<file path="src/rtl/icache_assoc_pkg.sv">
// Shared types and width helpers for the set-associative instruction cache.
package icache_assoc_pkg;

  typedef enum logic {IDLE, FILL} icache_state_t;

  function automatic int iidx_w(input int sets);
    return $clog2(sets);
  endfunction

  function automatic int iwoff_w(input int blkwords);
    return $clog2(blkwords);
  endfunction

  function automatic int itag_w(input int sets, input int blkwords);
    return 30 - $clog2(sets) - $clog2(blkwords);
  endfunction

  localparam int ISETS     = 8;
  localparam int IBLKWORDS = 2;
  localparam int IIDX_W    = iidx_w(ISETS);
  localparam int IWOFF_W   = iwoff_w(IBLKWORDS);
  localparam int ITAG_W    = itag_w(ISETS, IBLKWORDS);

  typedef struct packed {
    logic [ITAG_W-1:0]  tag;
    logic [IIDX_W-1:0]  idx;
    logic [IWOFF_W-1:0] woff;
    logic [1:0]         bytoff;
  } icache_addr_t;

endpackage

</file>
<file path="src/rtl/icache_assoc_if.sv">
// Fetch-side and memory-side signals of the instruction cache.
interface icache_assoc_if;
  logic        imemREN;
  logic [31:0] imemaddr;
  logic        iflush;
  logic        ihit;
  logic [31:0] imemload;
  logic        iREN;
  logic [31:0] iaddr;
  logic        iwait;
  logic [31:0] iload;

  modport slave  (input imemREN, imemaddr, iflush, iwait, iload,
                  output ihit, imemload, iREN, iaddr);
  modport master (output imemREN, imemaddr, iflush, iwait, iload,
                  input ihit, imemload, iREN, iaddr);
endinterface

</file>
<file path="src/rtl/icache_way.sv">
// One cache way: valid/tag/data storage with a combinational read port at ridx.
module icache_way import icache_assoc_pkg::*; #(
  parameter int SETS     = 8,
  parameter int BLKWORDS = 2,
  parameter int TAG_W    = 26,
  parameter int IDX_W    = iidx_w(SETS),
  parameter int K_W      = (iwoff_w(BLKWORDS) > 0) ? iwoff_w(BLKWORDS) : 1
) (
  input  logic                     CLK,
  input  logic                     nRST,
  input  logic                     flush,
  input  logic [IDX_W-1:0]         ridx,
  output logic                     rvalid,
  output logic [TAG_W-1:0]         rtag,
  output logic [BLKWORDS-1:0][31:0] rdata,
  input  logic [IDX_W-1:0]         widx,
  input  logic [K_W-1:0]           wwoff,
  input  logic                     we_word,
  input  logic [31:0]              wdata,
  input  logic                     we_tag,
  input  logic [TAG_W-1:0]         wtag
);
  logic [SETS-1:0]          valid;
  logic [TAG_W-1:0]         tags [SETS];
  logic [BLKWORDS-1:0][31:0] data [SETS];

  // Flush has priority so a fill finishing in the flush cycle stays invalid.
  always_ff @(posedge CLK or negedge nRST) begin
    if (!nRST)        valid <= '0;
    else if (flush)   valid <= '0;
    else if (we_tag)  valid[widx] <= 1'b1;
  end

  always_ff @(posedge CLK) begin
    if (we_tag)  tags[widx] <= wtag;
    if (we_word) data[widx][wwoff] <= wdata;
  end

  assign rvalid = valid[ridx];
  assign rtag   = tags[ridx];
  assign rdata  = data[ridx];
endmodule

</file>
<file path="src/rtl/icache_assoc.sv">
// Set-associative icache: fill FSM, round-robin victim pointers, hit mux.
// Optional hit/miss counters are built when ICACHE_PERF_EN is defined.
module icache_assoc import icache_assoc_pkg::*; #(
  parameter int WAYS     = 2,
  parameter int SETS     = 8,
  parameter int BLKWORDS = 2
) (
  input logic           CLK,
  input logic           nRST,
  icache_assoc_if.slave cif
`ifdef ICACHE_PERF_EN
  ,
  output logic [31:0]   hit_cnt,
  output logic [31:0]   miss_cnt
`endif
);
  localparam int IDX_W  = iidx_w(SETS);
  localparam int WOFF_W = iwoff_w(BLKWORDS);
  localparam int TAG_W  = itag_w(SETS, BLKWORDS);
  localparam int K_W    = (WOFF_W > 0) ? WOFF_W : 1;
  localparam int WAY_W  = (WAYS > 1) ? $clog2(WAYS) : 1;

  icache_state_t state_q, state_d;
  logic [TAG_W-1:0]  tag_a, tag_q;
  logic [IDX_W-1:0]  idx_a, idx_q;
  logic [K_W-1:0]    woff_a, k_q;
  logic [WAY_W-1:0]  way_q, victim;
  logic [WAY_W-1:0]  vptr [SETS];
  logic [WAYS-1:0]   rvalid, hit_w, we_word, we_tag;
  logic [TAG_W-1:0]  rtag [WAYS];
  logic [BLKWORDS-1:0][31:0] rdata [WAYS];
  logic [31:0]       load;
  logic              last_word, fill_step, start_fill, found;

  assign woff_a = K_W'((cif.imemaddr >> 2) & 32'(BLKWORDS - 1));
  assign idx_a  = IDX_W'(cif.imemaddr >> (2 + WOFF_W));
  assign tag_a  = TAG_W'(cif.imemaddr >> (2 + WOFF_W + IDX_W));

  assign last_word = (k_q == K_W'(BLKWORDS - 1));
  assign fill_step = (state_q == FILL) && !cif.iwait;

  for (genvar w = 0; w < WAYS; w++) begin : g_way
    assign we_word[w] = fill_step && (way_q == WAY_W'(w));
    assign we_tag[w]  = fill_step && last_word && !cif.iflush && (way_q == WAY_W'(w));

    icache_way #(.SETS(SETS), .BLKWORDS(BLKWORDS), .TAG_W(TAG_W)) u_way (
      .CLK(CLK), .nRST(nRST), .flush(cif.iflush),
      .ridx(idx_a), .rvalid(rvalid[w]), .rtag(rtag[w]), .rdata(rdata[w]),
      .widx(idx_q), .wwoff(k_q), .we_word(we_word[w]), .wdata(cif.iload),
      .we_tag(we_tag[w]), .wtag(tag_q)
    );
  end

  always_comb begin
    hit_w  = '0;
    load   = '0;
    victim = vptr[idx_a];
    found  = 1'b0;
    for (int w = 0; w < WAYS; w++) begin
      if (rvalid[w] && (rtag[w] == tag_a)) begin
        hit_w[w] = 1'b1;
        load     = rdata[w][woff_a];
      end
      if (!found && !rvalid[w]) begin
        victim = WAY_W'(w);
        found  = 1'b1;
      end
    end
  end

  always_comb begin
    state_d      = state_q;
    start_fill   = 1'b0;
    cif.ihit     = 1'b0;
    cif.imemload = '0;
    cif.iREN     = 1'b0;
    cif.iaddr    = '0;
    case (state_q)
      IDLE: begin
        if (cif.imemREN && !cif.iflush) begin
          if (|hit_w) begin
            cif.ihit     = 1'b1;
            cif.imemload = load;
          end else begin
            state_d    = FILL;
            start_fill = 1'b1;
          end
        end
      end
      FILL: begin
        cif.iREN  = 1'b1;
        cif.iaddr = (32'({tag_q, idx_q}) << (WOFF_W + 2)) | (32'(k_q) << 2);
        if (!cif.iwait && last_word) state_d = IDLE;
      end
      default: state_d = IDLE;
    endcase
    if (cif.iflush) state_d = IDLE;
  end

  always_ff @(posedge CLK or negedge nRST) begin
    if (!nRST) state_q <= IDLE;
    else       state_q <= state_d;
  end

  always_ff @(posedge CLK or negedge nRST) begin
    if (!nRST) begin
      tag_q <= '0;
      idx_q <= '0;
      way_q <= '0;
      k_q   <= '0;
    end else if (start_fill) begin
      tag_q <= tag_a;
      idx_q <= idx_a;
      way_q <= victim;
      k_q   <= '0;
    end else if (fill_step) begin
      k_q <= last_word ? '0 : k_q + 1'b1;
    end
  end

  // Pointer advances on every completed fill, even when an invalid way was chosen.
  always_ff @(posedge CLK or negedge nRST) begin
    if (!nRST) begin
      for (int s = 0; s < SETS; s++) vptr[s] <= '0;
    end else if (cif.iflush) begin
      for (int s = 0; s < SETS; s++) vptr[s] <= '0;
    end else if (fill_step && last_word) begin
      vptr[idx_q] <= (WAYS == 1) ? '0 : vptr[idx_q] + 1'b1;
    end
  end

`ifdef ICACHE_PERF_EN
  always_ff @(posedge CLK or negedge nRST) begin
    if (!nRST) begin
      hit_cnt  <= '0;
      miss_cnt <= '0;
    end else begin
      if (cif.ihit)  hit_cnt  <= hit_cnt + 32'd1;
      if (start_fill) miss_cnt <= miss_cnt + 32'd1;
    end
  end
`endif
endmodule

</file>
<file path="src/flat_wrapper.sv">
// flat-port wrapper written by rule: the top's interface ports become plain ports
module icache_assoc_flat import icache_assoc_pkg::*;
#(
  parameter int WAYS     = 2,
  parameter int SETS     = 8,
  parameter int BLKWORDS = 2
)
  (CLK, nRST, cif_imemREN, cif_imemaddr, cif_iflush, cif_iwait, cif_iload, cif_ihit, cif_imemload, cif_iREN, cif_iaddr);
  icache_assoc_if cif_i ();
  input logic CLK;
  input logic nRST;
  input wire logic [$bits(cif_i.imemREN)-1:0] cif_imemREN;
  input wire logic [$bits(cif_i.imemaddr)-1:0] cif_imemaddr;
  input wire logic [$bits(cif_i.iflush)-1:0] cif_iflush;
  input wire logic [$bits(cif_i.iwait)-1:0] cif_iwait;
  input wire logic [$bits(cif_i.iload)-1:0] cif_iload;
  output wire logic [$bits(cif_i.ihit)-1:0] cif_ihit;
  output wire logic [$bits(cif_i.imemload)-1:0] cif_imemload;
  output wire logic [$bits(cif_i.iREN)-1:0] cif_iREN;
  output wire logic [$bits(cif_i.iaddr)-1:0] cif_iaddr;
  assign cif_i.imemREN = cif_imemREN;
  assign cif_i.imemaddr = cif_imemaddr;
  assign cif_i.iflush = cif_iflush;
  assign cif_i.iwait = cif_iwait;
  assign cif_i.iload = cif_iload;
  assign cif_ihit = cif_i.ihit;
  assign cif_imemload = cif_i.imemload;
  assign cif_iREN = cif_i.iREN;
  assign cif_iaddr = cif_i.iaddr;
  icache_assoc #(.WAYS(WAYS), .SETS(SETS), .BLKWORDS(BLKWORDS)) u_core (.CLK(CLK), .nRST(nRST), .cif(cif_i));
endmodule
</file>
<file path="config.mk">
export PLATFORM = sky130hd
export DESIGN_NAME = icache_assoc_flat
export DESIGN_NICKNAME = d
export VERILOG_FILES = /design/src/rtl/icache_assoc_pkg.sv /design/src/rtl/icache_assoc_if.sv /design/src/rtl/icache_way.sv /design/src/rtl/icache_assoc.sv /design/src/flat_wrapper.sv
export SDC_FILE = /design/constraint.sdc
export NUM_CORES = 2
export LEC_CHECK = 0
export ABC_AREA = 0
export CORE_ASPECT_RATIO = 0.8
export CORE_MARGIN = 4
export CORE_UTILIZATION = 40
export CTS_BUF_LIST = sky130_fd_sc_hd__clkbuf_8
export DETAILED_ROUTE_END_ITERATION = 10
export SLEW_MARGIN = 20
export SYNTH_ARGS = -nofsm -noshare
export SYNTH_HDL_FRONTEND = slang
export SYNTH_SLANG_ARGS = --single-unit
</file>
<file path="constraint.sdc">
create_clock -name CLK -period 10.6 [get_ports CLK]
set_input_delay 2.12 -clock CLK [delete_from_list [all_inputs] [get_ports CLK]]
set_output_delay 2.12 -clock CLK [all_outputs]
set_load 0.1 [all_outputs]
</file>
# Word level (Yosys, flattened, before mapping)
# Memory sizes are Yosys's and may differ from the RTL's.
# Cells that the tools add are included.
[totals]
register_bits = 56
ram_bits = 1440
in_bits = 69
memories = 4
[memory_table]
columns = ["memory", "words", "word_bits", "rd", "rd_clocked_by_memory_dff", "write_ports", "line", "text"]
rows = [
  ["u_core.g_way[0].u_way.data", 8, 64, 1, 0, 1, "icache_way.sv:25", "logic [BLKWORDS-1:0][31:0] data [SETS];"],
  ["u_core.g_way[1].u_way.data", 8, 64, 1, 0, 1, "icache_way.sv:25", ""],
  ["u_core.g_way[0].u_way.tags", 8, 26, 1, 0, 1, "icache_way.sv:24", "logic [TAG_W-1:0] tags [SETS];"],
  ["u_core.g_way[1].u_way.tags", 8, 26, 1, 0, 1, "icache_way.sv:24", ""],
]
[classes]
n_addsub = 2
n_lt_le_gt_ge = 9
eq_ne = 2
muxes = 58
n_bitwise = 7
n_reduce_logical = 23
[op_table]
columns = ["cell", "count"]
rows = [
  ["$mux W32", 11],
  ["$mux W64", 2],
  ["$eq A26 B26 Y1", 2],
  ["$mux W8", 6],
  ["$demux W32 S1", 1],
  ["$or A32 B3 Y32", 1],
  ["$mux W1", 30],
  ["$or A8 B8 Y8", 2],
  ["$logic_and A1 B1 Y1", 15],
  ["$bmux W1 S3", 4],
  ["$bwmux W8", 1],
  ["$ge A4 B4 Y1 const B", 2],
  ["$lt A3 B4 Y1 const B", 2],
  ["$not A3 Y4", 2],
  ["$reduce_bool A2 Y1", 4],
  ["$demux W1 S3", 2],
  ["$lt A1 B2 Y1 const B", 2],
  ["$lt A4 B1 Y1 const B", 1],
  ["$ge A3 B1 Y1 const B", 1],
  ["$logic_not A1 Y1", 3],
  ["$add A1 B1 Y1 const B", 2],
  ["$not A1 Y1", 2],
  ["$pmux W1 S2", 1],
  ["$reduce_or A2 Y1", 1],
  ["$ge A1 B1 Y1 const B", 1],
]

# Depth between registers and ports, before layout
[logic_depth]
word_depth = 9
mapped_depth = 16

# Hierarchy
# A second synthesis with hierarchy kept.
[unflattened]
hier_cells = 2635
area_unflattened_um2 = 61113.6
[by_module_without_submodules]
columns = ["mod", "n_inst", "cells_per_inst", "area_each_um2"]
rows = [
  ["icache_way", 2, 1111, 28489.8],
  ["icache_assoc", 1, 413, 4134.0],
]

# Worst setup path after synthesis
# No wires, ideal clock.
[synth_path]
path_kind = "input-to-output"
from = "in cif_imemaddr[5]"
to = "out cif_imemload[0]"
arrival_time_ns = 6.229
slack_ns = 2.251
cell_stages = 13
cell_sequence = "buf_2 -> clkbuf_1 -> mux4_2 -> mux2i_1 -> xor2_1 -> nand3b_1 -> or4_4 -> nor4_4 -> buf_6 -> buf_6 -> buf_6 -> nand2_1 -> a21oi_1"
[synth_via]
elab_chain_cells = 8
[synth_rtl]
columns = ["element", "line", "text"]
rows = [
  ["from (decl)", "flat_wrapper.sv:13", "input wire logic [$bits(cif_i.imemaddr)-1:0] cif_imemaddr;"],
  ["$mem_v2 Z8 W26 (tied with other cells)", "--", ""],
  ["$eq A26 B26 Y1 (tied with other cells)", "icache_assoc.sv:60", "if (rvalid[w] && (rtag[w] == tag_a)) begin"],
  ["$logic_and A1 B1 Y1 or $mux W32 (tied branches)", "icache_assoc.sv:60, icache_assoc.sv:62", ""],
  ["$mux W32 or $mux W1 (tied branches)", "icache_assoc.sv:60", ""],
  ["$mux W32 or $reduce_or A2 Y1 (tied branches)", "icache_assoc.sv:60, icache_assoc.sv:81", ""],
  ["$mux W32 *", "icache_assoc.sv:81", "if (|hit_w) begin"],
  ["$mux W32 *", "icache_assoc.sv:80", "if (cif.imemREN && !cif.iflush) begin"],
  ["$mux W32 *", "icache_assoc.sv:78", "case (state_q)"],
  ["to (decl)", "flat_wrapper.sv:18", "output wire logic [$bits(cif_i.imemload)-1:0] cif_imemload;"],
]
# Mark *: on every way between the ends. The rest lies on a longest branch, timed or not. The select of a mux whose other input is x is not followed.

# Final worst setup path
[layout_path]
from = "in cif_imemaddr[3]"
to = "out cif_imemload[7]"
# Same word-level chain as after synthesis.

==> results.env <==
OUTCOME='finished clean'
SETUP.WORST_PATH.END_CLASS='output port'
SYNTH.LIB_CELLS_USED.DISTINCT=53
CP-START-KIND='primary input'
XOR_AND_XNOR_FRACTION_OF_THE_MAPPED_NETLIST_AREA_PCT=0.300
CTS_MADE_BUFFERS=230
GRT_START_MAX_NET_PINS=163
SYNTH_LARGEST_TYPE_AREA_FRACTION_PCT=74.0
CLOCK_TREE.HTREE_LEVEL_COUNT=4
REGTOREGSETUPSLACK_PS=6400
SYN_TO_FINAL_GROWTH_PCT=13.8
DRV_SLEW=0
FINAL_CELL_MIX='edfxtp_1 (1440), mux4_2 (367), clkbuf_8 (242)'
POST_SYNTH_MAIN_AREA_CONTRIBUTORS='edfxtp_1 (74%), mux4_2 (14%), mux2i_1 (2.4%)'
MAXCLOCKFREQUENCY_GHz=0.108
GRT_PASS1_WL_UM=207000
POST_ROUTE_CELLS_DRIVE_ABOVE_1_SHARE_PCT=27.7
REGTOREGSTARTPOINT='u_core.g_way[0].u_way.tags[6][17]$_DFFE_PP_'
CTS_TREE='done'
TIMING.FINAL.HOLD_VIOLATIONS=0
DRV.MAX_CAP_VIOLATION_COUNT=0
AREA_USED_BY_SEQUENTIAL_LOGIC_IN_THE_LAYOUT_UM2=44600
GRT_SETUP_UNREPAIRED='no'
FP-ROW-COUNT=125
DRT_PASS1_ITERATIONS=6
DESIGN.CORE.AREA_UM2=145000
MAX_SLEW_MARGIN_VS_LIMIT_PCT=27.0
DOMINANTREGCELLSYNTH='edfxtp_1'
POST_DRT_VIA_CELL_RATIO=5.58
CTS-HOLD-FIX-BUFFERS=0
SYNTH-EDFF-COUNT=1440
CRIT_FANOUT=52
MIN_PERIOD_PS=9270
WL_UM=145000
TIMING.REG2REG.WORST_PATH_DEPTH=9
POWER.DENSITY_CELL_AREA_nW_PER_UM2=178
HOLD-PATH-CELL-COUNT=2
SYNTHDOMINANTAREACELLTYPE='edfxtp_1'
CTS_SETUP_BUFFERS=0
HOLD_PATH_CLASS='reg2reg'
CRITICAL_PATH_MAX_STAGE_DELAY_PS=1240
REPORT.FINAL.SETUP_VIOL=0
ANTENNA_LEFT=0
VIA_COUNT_OF_THE_FIRST_GLOBAL_ROUTING_PASS=29035
IR_WORST_VDD_mV=0.118
CLK-INSERTION-DELAY-LATE_PS=900
CTS_ROOT_BUFFER='clkbuf_8'
FILLERS=11943
SYNTH_SEQ_AREA_SHARE_PCT=76.4
TIGHTEST_SLEW_PS=1090
WHS_PS=495
POST_CTS_RESIZED=0
WORSTPATHCELLLIST='buf_8 > nor2b_4 > a22oi_1 > a21oi_1 > o22a_1 > nand4_1 > or4_2 > buf_4 > or3b_1 > a21oi_1 > buf_4'
YOSYS.AREA_SHARE.SIMPLE_PCT=2.59
TRACK_USAGE_PCT=18.8
YOSYS.AREA_SHARE.ADDER_PCT=0
REGTOREGENDPOINT='u_core.idx_q[0]$_DFFE_PN0P_'
SYNTH_ASYNC_SR_FLOP_SHARE_PCT=3.74
DRT-INITIAL-DRC-COUNT=2784
CTS.REPORTEDPATHS.CLKPINSLEW_PS=60
VIAS=28286
P_LEAK_nW=21.4
DP.FINAL_HPWL_UM=76600
DIE_HEIGHT_UM=350
SYNTH_COMPOUND_AREA_SHARE_PCT=1.86
CLKSINKCOUNT=1496
MULTIINPUTGATEAREA_UM2=13300
MIN-DELAY-START='u_core.g_way[0].u_way.valid[1]$_DFFE_PN0P_'
LEADING_CELL_TYPE_IN_THE_LAYOUT_FILL_AND_TAPS_EXCLUDED='edfxtp_1'
CPMAXSTAGEDELAYCELL='or4_2'
FP.DIEAREA_UM2=152000
SYNTHESIS.YOSYS.WARNINGS=0
ANTENNA_FOUND_INITIAL=8
WL_PER_CELL_UM=28.6
TIMING.SETUP.TNS_PS=0
POST_SYNTH.CELL_AREA_AVG_UM2=21.9
DRC_ERRORS=0
TIMING.SETUP.CRITICAL_PATH_CLASS='in2out'
POSTSYNTHREGISTERBITS=1496
GRT-OVFL-TOTAL=0
CRITICAL_PATH_REQUIRED_PS=8480
CTS.PATH.MAX_BUFFERS=3
SYNTH_CELLS=2671
FINAL_NETS=3034
HOLDPATHEND='u_core.g_way[0].u_way.valid[1]$_DFFE_PN0P_'
FINAL_MIN_PERIOD_OVER_CLOCK_PERIOD_PCT=87.5
SYNTH_MUX_AREA_SHARE_PCT=17.3
PORTBUFFERS=130
INITIAL_STANDARD_CELL_UTILIZATION_OF_THE_CORE_PCT=40.2
CRIT_ARRIVAL_PS=7150
IOS=135
DOMINANT_COMBINATIONAL_CELL_FAMILY_BY_AREA_AFTER_SYNTHESIS='multiplexers'
FINALPOWER_mW=11.8
NETLIST_AREA_BEFORE_PLACEMENT_UM2=58400
GP_CONGESTION=0.764
CLOCK-SKEW-FINAL_PS=43.6
DIE-WIDTH_UM=435
==> stage by stage <==
stage	utilization (%)	cells	worst slack, ps	instance area (µm²)
6_report	45.8	5071	1330	66500
5_1_grt	45.8	5069	1180	66500
4_1_cts	45.8	5068	1310	66500
3_5_place_dp	42.9	4638	1340	62300
3_3_place_gp	42.9	4638	1340	62300
2_1_floorplan	-	2672	2250	58400
==> power by group <==
part	internal, mW	switching [mW]	leakage [nW]
registers	6.62	0.107	13.7
clock network	2.16	2.19	2.48
logic	0.283	0.444	5.24
==> logic make-up after synthesis <==
logic type | count (synthesis)
AND/OR/NAND/NOR | 278
flip-flops | 1496
AO/OA/AOI/OAI | 169
other | 1
multiplexers | 538
buffers and inverters | 169
XOR/XNOR | 20
==> layer usage <==
layer / vias to the layer above / GRT usage [%] / part of all wire [%]
li1: 11793 / - / -
met1: 15072 / 25.4 / 41
met2: 1179 / 30.9 / 49
met3: 238 / 4.13 / 7.7
met4: 4 / 5.73 / 2.5
met5: - / 0 / 0.019
==> synthesized netlist by cell type, types with 20 or more instances <==
library cell / number
nand2_1: 44
a21oi_1: 62
dfrtp_1: 56
nor2_1: 89
buf_2: 20
buf_1: 29
or3b_1: 30
nor3_1: 22
and3_1: 20
mux2_4: 29
a22oi_1: 52
and2_1: 30
edfxtp_1: 1440
mux2i_1: 141
mux4_2: 367
clkbuf_1: 67
==> area by class of cell <==
class	count	share of cell area, %
clock buffer	242	5.01
clock inverter	188	1.32
antenna	3	0.0113
timing repair buffer	213	2.85
inverter	17	0.0960
tap	1905	3.59
sequential	1496	67.2
multi-input combinational	1007	20.0
==> worst max-delay path by stage <==
stage,startpoint,endpoint
after floorplan,cif_imemaddr[5],cif_imemload[0]
after global placement,cif_imemaddr[3],cif_imemload[2]
after detailed placement,cif_imemaddr[3],cif_imemload[0]
after CTS,cif_imemaddr[3],cif_imemload[7]
after global routing,cif_imemaddr[3],cif_imemload[29]
final,cif_imemaddr[3],cif_imemload[7]
==> worst max-delay path: cells and delay by family <==
family                 cells  cell delay, ps
AO/OA/AOI/OAI              4            1020
buffers and inverters      3            1270
AND/OR/NAND/NOR            4            2680
==> flip-flops by register name, indices dropped and copies added, names as in the netlist, 3 cells and up <==
signal                    count
u_core.g_way.u_way.data    1024
u_core.g_way.u_way.tags     416
u_core.tag_q                 26
u_core.g_way.u_way.valid     16
u_core.vptr                   8
u_core.idx_q                  3
No activity file was read; power rests on OpenSTA's default activity.
